==> src/rtl/rf_access_ctrl_if.sv <==
// Bundle of the control-unit handshakes, the writeback request channel and the
// register-file ports seen by rf_access_ctrl. Clock and reset stay outside.
interface rf_access_ctrl_if #(
    parameter int DW = 32,
    parameter int AW = 5
);
    logic          rd_req_valid;
    logic          rd_req_ready;
    logic [AW-1:0] rd_addr_a;
    logic [AW-1:0] rd_addr_b;
    logic          op_valid;
    logic          op_ready;
    logic [DW-1:0] op_a;
    logic [DW-1:0] op_b;
    logic          wb_valid;
    logic          wb_ready;
    logic [AW-1:0] wb_addr;
    logic [DW-1:0] wb_data;
    logic [AW-1:0] rf_rr1;
    logic [AW-1:0] rf_rr2;
    logic [DW-1:0] rf_rd1;
    logic [DW-1:0] rf_rd2;
    logic [AW-1:0] rf_wr;
    logic [DW-1:0] rf_wd;
    logic          rf_w;
    logic          busy;

    // The controller is the slave of the control unit and drives the RF.
    modport slave (
        input  rd_req_valid, rd_addr_a, rd_addr_b, op_ready,
               wb_valid, wb_addr, wb_data, rf_rd1, rf_rd2,
        output rd_req_ready, op_valid, op_a, op_b, wb_ready,
               rf_rr1, rf_rr2, rf_wr, rf_wd, rf_w, busy
    );

    modport master (
        output rd_req_valid, rd_addr_a, rd_addr_b, op_ready,
               wb_valid, wb_addr, wb_data, rf_rd1, rf_rd2,
        input  rd_req_ready, op_valid, op_a, op_b, wb_ready,
               rf_rr1, rf_rr2, rf_wr, rf_wd, rf_w, busy
    );
endinterface

==> src/rtl/rf_access_ctrl.sv <==
// Register-file access controller: operand fetch FSM, writeback queue with drain
// and read bypass. Define RF_ZERO_REG_EN to make register 0 a hardwired zero.
module rf_access_ctrl #(
    parameter int DW        = 32,
    parameter int AW        = 5,
    parameter int WBQ_DEPTH = 2
) (
    input  logic              clk,
    input  logic              rst_n,
    rf_access_ctrl_if.slave   bus
);
    localparam int PW = $clog2(WBQ_DEPTH);
    localparam int CW = PW + 1;

    typedef enum logic [1:0] {IDLE, ISSUE, CAPTURE, HOLD} state_e;

    state_e        state_q, state_d;
    logic [AW-1:0] rr1_q, rr1_d, rr2_q, rr2_d;
    logic [DW-1:0] op_a_q, op_a_d, op_b_q, op_b_d;
    logic          op_valid_q, op_valid_d;

    logic [AW-1:0] wbq_addr_q [WBQ_DEPTH];
    logic [DW-1:0] wbq_data_q [WBQ_DEPTH];
    logic [PW-1:0] wr_ptr_q, rd_ptr_q;
    logic [CW-1:0] count_q;

    logic          full, empty, push, push_en, pop;
    logic [PW-1:0] byp_idx;
    logic [DW-1:0] fwd_a, fwd_b;

    assign full  = (count_q == CW'(WBQ_DEPTH));
    assign empty = (count_q == '0);
    assign push  = bus.wb_valid && !full;
`ifdef RF_ZERO_REG_EN
    assign push_en = push && (bus.wb_addr != '0);
`else
    assign push_en = push;
`endif
    // Draining is withheld during ISSUE so the RF never reads and writes on one edge.
    assign pop = !empty && (state_q != ISSUE);

    assign bus.wb_ready     = !full;
    assign bus.rf_w         = pop;
    assign bus.rf_wr        = empty ? '0 : wbq_addr_q[rd_ptr_q];
    assign bus.rf_wd        = empty ? '0 : wbq_data_q[rd_ptr_q];
    assign bus.rd_req_ready = (state_q == IDLE);
    assign bus.rf_rr1       = rr1_q;
    assign bus.rf_rr2       = rr2_q;
    assign bus.op_valid     = op_valid_q;
    assign bus.op_a         = op_a_q;
    assign bus.op_b         = op_b_q;
    assign bus.busy         = (state_q != IDLE) || !empty;

    // Walk oldest to youngest so the youngest matching entry wins.
    always_comb begin
        fwd_a   = bus.rf_rd1;
        fwd_b   = bus.rf_rd2;
        byp_idx = '0;
        for (int i = 0; i < WBQ_DEPTH; i++) begin
            if (CW'(i) < count_q) begin
                byp_idx = rd_ptr_q + PW'(i);
                if (wbq_addr_q[byp_idx] == rr1_q) fwd_a = wbq_data_q[byp_idx];
                if (wbq_addr_q[byp_idx] == rr2_q) fwd_b = wbq_data_q[byp_idx];
            end
        end
`ifdef RF_ZERO_REG_EN
        if (rr1_q == '0) fwd_a = '0;
        if (rr2_q == '0) fwd_b = '0;
`endif
    end

    // NOTE: every always_comb output gets a default first, so no path can infer a latch.
    always_comb begin
        state_d    = state_q;
        rr1_d      = rr1_q;
        rr2_d      = rr2_q;
        op_a_d     = op_a_q;
        op_b_d     = op_b_q;
        op_valid_d = op_valid_q;
        unique case (state_q)
            IDLE: begin
                if (bus.rd_req_valid) begin
                    rr1_d   = bus.rd_addr_a;
                    rr2_d   = bus.rd_addr_b;
                    state_d = ISSUE;
                end
            end
            ISSUE:   state_d = CAPTURE;
            CAPTURE: begin
                op_a_d     = fwd_a;
                op_b_d     = fwd_b;
                op_valid_d = 1'b1;
                state_d    = HOLD;
            end
            HOLD: begin
                if (bus.op_ready) begin
                    op_valid_d = 1'b0;
                    state_d    = IDLE;
                end
            end
            default: state_d = IDLE;
        endcase
    end

    // NOTE: sequential state uses non-blocking assignments only, so every flop samples pre-edge values.
    always_ff @(posedge clk or negedge rst_n) begin
        if (!rst_n) begin
            state_q    <= IDLE;
            rr1_q      <= '0;
            rr2_q      <= '0;
            op_a_q     <= '0;
            op_b_q     <= '0;
            op_valid_q <= 1'b0;
        end else begin
            state_q    <= state_d;
            rr1_q      <= rr1_d;
            rr2_q      <= rr2_d;
            op_a_q     <= op_a_d;
            op_b_q     <= op_b_d;
            op_valid_q <= op_valid_d;
        end
    end

    always_ff @(posedge clk or negedge rst_n) begin
        if (!rst_n) begin
            wr_ptr_q <= '0;
            rd_ptr_q <= '0;
            count_q  <= '0;
        end else begin
            if (push_en) wr_ptr_q <= wr_ptr_q + 1'b1;
            if (pop)     rd_ptr_q <= rd_ptr_q + 1'b1;
            count_q <= count_q + CW'(push_en) - CW'(pop);
        end
    end

    // NOTE: queue storage has no reset; entries are only ever read below count_q.
    always_ff @(posedge clk) begin
        if (push_en) begin
            wbq_addr_q[wr_ptr_q] <= bus.wb_addr;
            wbq_data_q[wr_ptr_q] <= bus.wb_data;
        end
    end
endmodule

==> src/flat_wrapper.sv <==
// flat-port wrapper written by rule: the top's interface ports become plain ports
module rf_access_ctrl_flat 
#(
    parameter int DW        = 32,
    parameter int AW        = 5,
    parameter int WBQ_DEPTH = 2
)
  (clk, rst_n, bus_rd_req_valid, bus_rd_addr_a, bus_rd_addr_b, bus_op_ready, bus_wb_valid, bus_wb_addr, bus_wb_data, bus_rf_rd1, bus_rf_rd2, bus_rd_req_ready, bus_op_valid, bus_op_a, bus_op_b, bus_wb_ready, bus_rf_rr1, bus_rf_rr2, bus_rf_wr, bus_rf_wd, bus_rf_w, bus_busy);
  rf_access_ctrl_if #(.DW(DW), .AW(AW)) bus_i ();
  input  logic clk;
  input  logic rst_n;
  input wire logic [$bits(bus_i.rd_req_valid)-1:0] bus_rd_req_valid;
  input wire logic [$bits(bus_i.rd_addr_a)-1:0] bus_rd_addr_a;
  input wire logic [$bits(bus_i.rd_addr_b)-1:0] bus_rd_addr_b;
  input wire logic [$bits(bus_i.op_ready)-1:0] bus_op_ready;
  input wire logic [$bits(bus_i.wb_valid)-1:0] bus_wb_valid;
  input wire logic [$bits(bus_i.wb_addr)-1:0] bus_wb_addr;
  input wire logic [$bits(bus_i.wb_data)-1:0] bus_wb_data;
  input wire logic [$bits(bus_i.rf_rd1)-1:0] bus_rf_rd1;
  input wire logic [$bits(bus_i.rf_rd2)-1:0] bus_rf_rd2;
  output wire logic [$bits(bus_i.rd_req_ready)-1:0] bus_rd_req_ready;
  output wire logic [$bits(bus_i.op_valid)-1:0] bus_op_valid;
  output wire logic [$bits(bus_i.op_a)-1:0] bus_op_a;
  output wire logic [$bits(bus_i.op_b)-1:0] bus_op_b;
  output wire logic [$bits(bus_i.wb_ready)-1:0] bus_wb_ready;
  output wire logic [$bits(bus_i.rf_rr1)-1:0] bus_rf_rr1;
  output wire logic [$bits(bus_i.rf_rr2)-1:0] bus_rf_rr2;
  output wire logic [$bits(bus_i.rf_wr)-1:0] bus_rf_wr;
  output wire logic [$bits(bus_i.rf_wd)-1:0] bus_rf_wd;
  output wire logic [$bits(bus_i.rf_w)-1:0] bus_rf_w;
  output wire logic [$bits(bus_i.busy)-1:0] bus_busy;
  assign bus_i.rd_req_valid = bus_rd_req_valid;
  assign bus_i.rd_addr_a = bus_rd_addr_a;
  assign bus_i.rd_addr_b = bus_rd_addr_b;
  assign bus_i.op_ready = bus_op_ready;
  assign bus_i.wb_valid = bus_wb_valid;
  assign bus_i.wb_addr = bus_wb_addr;
  assign bus_i.wb_data = bus_wb_data;
  assign bus_i.rf_rd1 = bus_rf_rd1;
  assign bus_i.rf_rd2 = bus_rf_rd2;
  assign bus_rd_req_ready = bus_i.rd_req_ready;
  assign bus_op_valid = bus_i.op_valid;
  assign bus_op_a = bus_i.op_a;
  assign bus_op_b = bus_i.op_b;
  assign bus_wb_ready = bus_i.wb_ready;
  assign bus_rf_rr1 = bus_i.rf_rr1;
  assign bus_rf_rr2 = bus_i.rf_rr2;
  assign bus_rf_wr = bus_i.rf_wr;
  assign bus_rf_wd = bus_i.rf_wd;
  assign bus_rf_w = bus_i.rf_w;
  assign bus_busy = bus_i.busy;
  rf_access_ctrl #(.DW(DW), .AW(AW), .WBQ_DEPTH(WBQ_DEPTH)) u_core (.clk(clk), .rst_n(rst_n), .bus(bus_i));
endmodule
==> config.mk <==
export PLATFORM = sky130hd
export DESIGN_NAME = rf_access_ctrl_flat
export DESIGN_NICKNAME = d
export VERILOG_FILES = /design/src/rtl/rf_access_ctrl_if.sv /design/src/rtl/rf_access_ctrl.sv /design/src/flat_wrapper.sv
export SDC_FILE = /design/constraint.sdc
export NUM_CORES = 1
export LEC_CHECK = 0
export CORE_ASPECT_RATIO = 1.4
export CORE_MARGIN = 1
export CORE_UTILIZATION = 38
export CTS_CLUSTER_SIZE = 16
export DETAILED_ROUTE_END_ITERATION = 7
export PLACE_DENSITY = 0.66
export SETUP_SLACK_MARGIN = 0.1
export SYNTH_ARGS = -nofsm -noshare
export SYNTH_HDL_FRONTEND = slang
export SYNTH_SLANG_ARGS = --single-unit
==> constraint.sdc <==
create_clock -name clk -period 3.7 [get_ports clk]
set_clock_uncertainty 0.05 [all_clocks]
set_input_delay 0.555 -clock clk [delete_from_list [all_inputs] [get_ports clk]]
set_output_delay 0.555 -clock clk [all_outputs]
set_load 0.02 [all_outputs]
==> impl_metrics.ini, run 1 <==
[outcome]
status = completed

[drt]
ant_nets = 0
post-route-drc-count = 0
drt_pass1_iterations = 4
initialDrtViolationCount = 312
drt-wirelength-per-cell_um = 20.87
vias_per_cell = 5.327
drt_wl_total_um = 24460
vias = 6243

[floorplan]
design.die.area_um2 = 22130
coreArea_um2 = 21130
num_rows = 63
initial_core_util = 0.3872
fp.dieH_um = 175.6
ios = 232
die_w_um = 126

[synth]
synth_most_common_cell = dfrtp_1
syn_inst = 685
ys_ff_latch = 155
synth_ff_type = dfrtp_1
avgSynthCellArea_um2 = 11.94
ys_top_cells_by_area = edfxtp_1 (27%), dfrtp_1 (25%), mux2_2 (9.9%), mux2i_1 (5.0%), o211ai_2 (4.4%)
synthTopCellsByCount = dfrtp_1 (81), edfxtp_1 (74), mux2_2 (72)
synth_nets = 807
synthArstFlopShare = 0.5226
synth_top_cell_area_share = 0.2716
synth_area_um2 = 8180
synth_warnings = 0
synth_edf_count = 74
yosysTopAreaCell = edfxtp_1
synth_cell_types = 39
seq_area_frac_synth = 0.5194

[clock_network]
cts_max_path_buffers = 2
post-cts-setup-buffers = 0
clkTransAtPathRegs_ns = 0.06
cts_hold_buf = 0
htreeDepth = 4
numCtsBuffers = 17
clock_latency_ns = 0.43
clockRootBuffer = clkbuf_16
numClockSinks = 155
cts_tree = built
ctsResizeCount = 0

[setup_path]
worst-path-buf-inv = 2
crit_required_ns = 3.09
max_stage_delay_ns = 0.62
worstSetupPathType = register to primary output
r2r-start = u_core.rd_ptr_q
r2r_end = u_core.bus.op_a[19]
slowest_stage = dfrtp_4
crit_path_start_kind = register
cp_max_fo = 59
critPathTopFamily = buffers and inverters
reg2reg_setup_slack_ns = 0.81
path_depth = 4
worstPathCellList = buf_12 -> mux2_2 -> nor2b_1 -> clkdlybuf4s50_1
worstPathArrival_ns = 2.59
reg2reg_depth = 7
startpoint = u_core.rd_ptr_q
critPathCaptureType = primary output
endpoint = bus_rf_wd[18]

[min_path]
min_path_type = input port to asynchronous set/reset pin

[grt]
track_usage = 0.2251
grt_pass1_vias = 6462
gr-total-overflow = 0
antenna_found_initial = 1
grt_pass1_wl_um = 37140
grt_max_degree = 72

[placed_design]
hpwl_um = 16400
dp_slack_ns = 0.8443
gp_congestion = 0.7760
io_buffer_count = 231

[sta]
fin_crit_sh = 0.8632
final.setup.worst_slack_ns = 0.5062
rsz0062_at_grt = no
setup_tns_ns = 0
worst_slew_pin_slew_ns = 0.8986
finalHoldViolCount = 0
slew_headroom = 0.3995
fin_crit_ns = 3.194
drv_slew = 0
finalSetupViolCount = 0
fmax_ghz = 0.3131

[layout]
final_nets = 1020
area_delta_synth_final_pct = 38.51
drive_gt1_frac = 0.1910
fillers = 1849

[power_and_ir_drop]
ir_drop_uv = 591.6
power_leakage_nw = 4.137
power_per_cell_area_nw_per_um2 = 916.7

[job]
maxCapViolations = 0
==> worst min-delay path by stage <==
stage	from	endpoint	slack, ns	depth (start not counted)
CTS	rst_n	u_core.bus.rf_rr2[2]	0.18	1
floorplan	rst_n	u_core.bus.op_a[0]	0.21	0
detailed placement	u_core.bus.op_a[30]	u_core.bus.op_a[30]	0.43	2
global route	rst_n	u_core.bus.rf_rr2[2]	0.20	1
finish	rst_n	u_core.bus.rf_rr1[4]	0.15	1
global placement	u_core.bus.op_a[30]	u_core.bus.op_a[30]	0.46	2
==> area by class of cell <==
type	instances	area, um^2	share of cell area
antenna	1	2.502	0.0002208
clock buffer	21	470.5	0.04152
clock inverter	11	117.6	0.01038
inverter	36	135.1	0.01193
multi-input combinational	439	3545	0.3128
sequential	155	4253	0.3753
tap	260	325.3	0.02871
timing repair buffer	249	2482	0.2191
==> state kept, by name (all words and copies together) (netlist names) <==
signal / cells
u_core.rd_ptr_q: 1
u_core.bus.op_b: 32
u_core.wbq_addr_q: 10
u_core.count_q: 2
u_core.wr_ptr_q: 1
u_core.state_q: 2
u_core.bus.op_valid: 1
u_core.bus.op_a: 32
u_core.wbq_data_q: 64
u_core.bus.rf_rr1: 5
u_core.bus.rf_rr2: 5
==> per-layer routing <==
layer / part of all wire / track usage / vias up / routed length (um)
met1: 0.40 / 0.2617 / 3052 / 9687
met5: 0 / 0 / - / 0
met4: 0.030 / 0.09086 / 0 / 728
met3: 0.043 / 0.03747 / 48 / 1050
met2: 0.53 / 0.4088 / 220 / 13000
li1: - / - / 2923 / -
==> cell usage in the layout (no fill, tap or decap), types with 29 or more instances in the layout <==
cell,count
clkdlybuf4s50_1,230
dfrtp_1,80
edfxtp_1,74
inv_1,36
mux2_2,72
mux2i_1,41
nand2_1,38
nand3_1,33
nand3b_1,31
nor2_1,43
nor2b_1,32
o211ai_2,29
o221ai_1,29
==> where the power goes <==
part | switching, mW | internal (mW)
Sequential | 0.469 | 2.49
Clock | 0.713 | 1.04
Combinational | 3.09 | 2.59
Total | 4.27 | 6.12
==> kinds of logic (layout without fill, tap and decap cells) <==
logic type | after synthesis | count (layout) | synth area share
other | 0 | 1 | 0
muxes | 114 | 114 | 0.1510
and+or+nand+nor | 191 | 191 | 0.1237
AOI/OAI and AO/OA | 104 | 104 | 0.1184
adders and majority gates | 6 | 6 | 0.009177
buffers and inverters | 91 | 317 | 0.05262
DFF | 155 | 155 | 0.5194
xor gates and xnor gates | 24 | 24 | 0.02570
==> through the flow <==
step                total power [mW]  cells  utilization  hold WS (ns)  instance area (um^2)
detailed placement             8.683   1139       0.5084        0.4302                 10740
floorplan                      6.326    685            -        0.2094                  8180
global placement               8.630   1139       0.5084        0.4633                 10740
finish                         10.39   1172       0.5364        0.1495                 11330
CTS                            10.46   1171       0.5362        0.1771                 11330
global route                   10.94   1171       0.5362        0.2006                 11330
Power figures use the tool's default switching activity.
==> inputs of run 2 (changes only) <==
Clock period 3.7 ns to 4 ns, I/O delays scaled along.
==> impl_metrics.ini, run 2 (same netlist as run 1, synthesis figures left out) <==
[grt]
gr-total-overflow = 0
grt_pass1_vias = 6507
antenna_found_initial = 2
grt_pass1_wl_um = 36780
grt_max_degree = 63
track_usage = 0.2226

[job]
maxCapViolations = 0

[placed_design]
hpwl_um = 16160
io_buffer_count = 231
dpl-instance-area_um2 = 10690
gp_congestion = 0.7918

[min_path]
min_path_type = input port to asynchronous set/reset pin

[layout]
layout_common_cells = clkdlybuf4s50_1 (230), dfrtp_1 (80), edfxtp_1 (74), mux2_2 (72), nor2_1 (43)
multi_input_area_um2 = 3545
design_area_um2 = 11280
final_common_cell = clkdlybuf4s50_1
drive_gt1_frac = 0.1843
register_area_um2 = 4253
regMostFlops = u_core.wbq_data_q
fillers = 1876
largest_register_ffs = 64
final_nets = 1015
area_delta_synth_final_pct = 37.87

[drt]
initialDrtViolationCount = 315
vias_per_cell = 5.320
vias = 6214
drt_pass1_iterations = 4
ant_nets = 0
post-route-drc-count = 0
drt-wirelength-per-cell_um = 20.60
drt_wl_total_um = 24060

[sta]
fin_crit_ns = 3.580
worst_slew_pin_slew_ns = 1.023
finalHoldViolCount = 0
fmax_ghz = 0.2793
setup_tns_ns = 0
drv_slew = 0
slew_headroom = 0.3182
finalSetupViolCount = 0
fin_crit_sh = 0.8950
rsz0062_at_grt = no

[clock_network]
clock_latency_ns = 0.42
clkTransAtPathRegs_ns = 0.06
numClockSinks = 155
cts_tree = built
clockRootBuffer = clkbuf_16
numCtsBuffers = 17
post-cts-setup-buffers = 0
cts_hold_buf = 0
cts_max_path_buffers = 2
ctsResizeCount = 0
htreeDepth = 4

[setup_path]
crit_path_start_kind = register
cp_max_fo = 50
critPathCaptureType = primary output
reg2reg_setup_slack_ns = 0.78
worstPathArrival_ns = 2.93
reg2reg_depth = 6
worstSetupPathType = register to primary output
crit_required_ns = 3.35
r2r_end = u_core.bus.op_b[1]
r2r-start = u_core.rd_ptr_q

[floorplan]
fp.dieH_um = 175.6
die_w_um = 126
num_rows = 63
initial_core_util = 0.3872
design.die.area_um2 = 22130
coreArea_um2 = 21130
ios = 232

[outcome]
status = completed

[power_and_ir_drop]
power_per_cell_area_nw_per_um2 = 846.2
power_leakage_nw = 4.097
ir_drop_uv = 640.2
[run 2: power by group]
| group | internal, mW | switching (mW) |
|---|---|---|
| logic | 2.35 | 2.82 |
| clock network | 0.970 | 0.653 |
| registers | 2.31 | 0.443 |
| total | 5.62 | 3.92 |
[run 2: metal layers]
layer,wire [um],track usage,share of wire
met1,9532,0.2564,0.40
met2,12890,0.4058,0.54
met3,1055,0.03899,0.044
met4,578,0.08936,0.024
met5,0,0,0
[run 2: worst max-delay path by stage]
| stage | start | endpoint | slack [ns] | depth (start not counted) |
|---|---|---|---|---|
| final | u_core.rd_ptr_q | bus_rf_wd[18] | 0.42 | 4 |
| after global routing | u_core.rd_ptr_q | bus_rf_wd[18] | 0.30 | 4 |
| after CTS | u_core.rd_ptr_q | bus_rf_wd[3] | 0.42 | 4 |
| after detailed placement | u_core.rd_ptr_q | u_core.bus.op_b[1] | 0.79 | 6 |
| after global placement | u_core.rd_ptr_q | u_core.bus.op_b[23] | 0.85 | 6 |
| after floorplan | u_core.count_q[1] | u_core.wbq_addr_q[0][0] | 1.20 | 3 |
[run 2: final cells by class]
type,instances,area share
antenna,2,0.0004438
clock buffer,18,0.03805
clock inverter,14,0.01365
inverter,36,0.01198
multi-input combinational,439,0.3143
sequential,155,0.3771
tap,260,0.02884
timing repair buffer,244,0.2157
[run 2: metrics by stage]
step                      setup slack, ns    util  hold WS [ns]  instances  power, mW
after detailed placement           0.7932  0.5060        0.4744       1134      7.965
final                              0.4199  0.5339        0.2256       1168      9.544
after global placement             0.8488  0.5060        0.4603       1134      7.906
after global routing               0.2991  0.5338        0.2905       1167      10.07
after floorplan                     1.196       -        0.2544        685      5.851
after CTS                          0.4169  0.5336        0.2652       1166      9.613
[run 2: critical path, cell delays in order, from the launching register on]
cell and delay [ns]:
dfrtp_4 0.68, buf_4 0.62, mux2_2 0.30, nor2b_1 0.22, clkdlybuf4s50_1 0.64
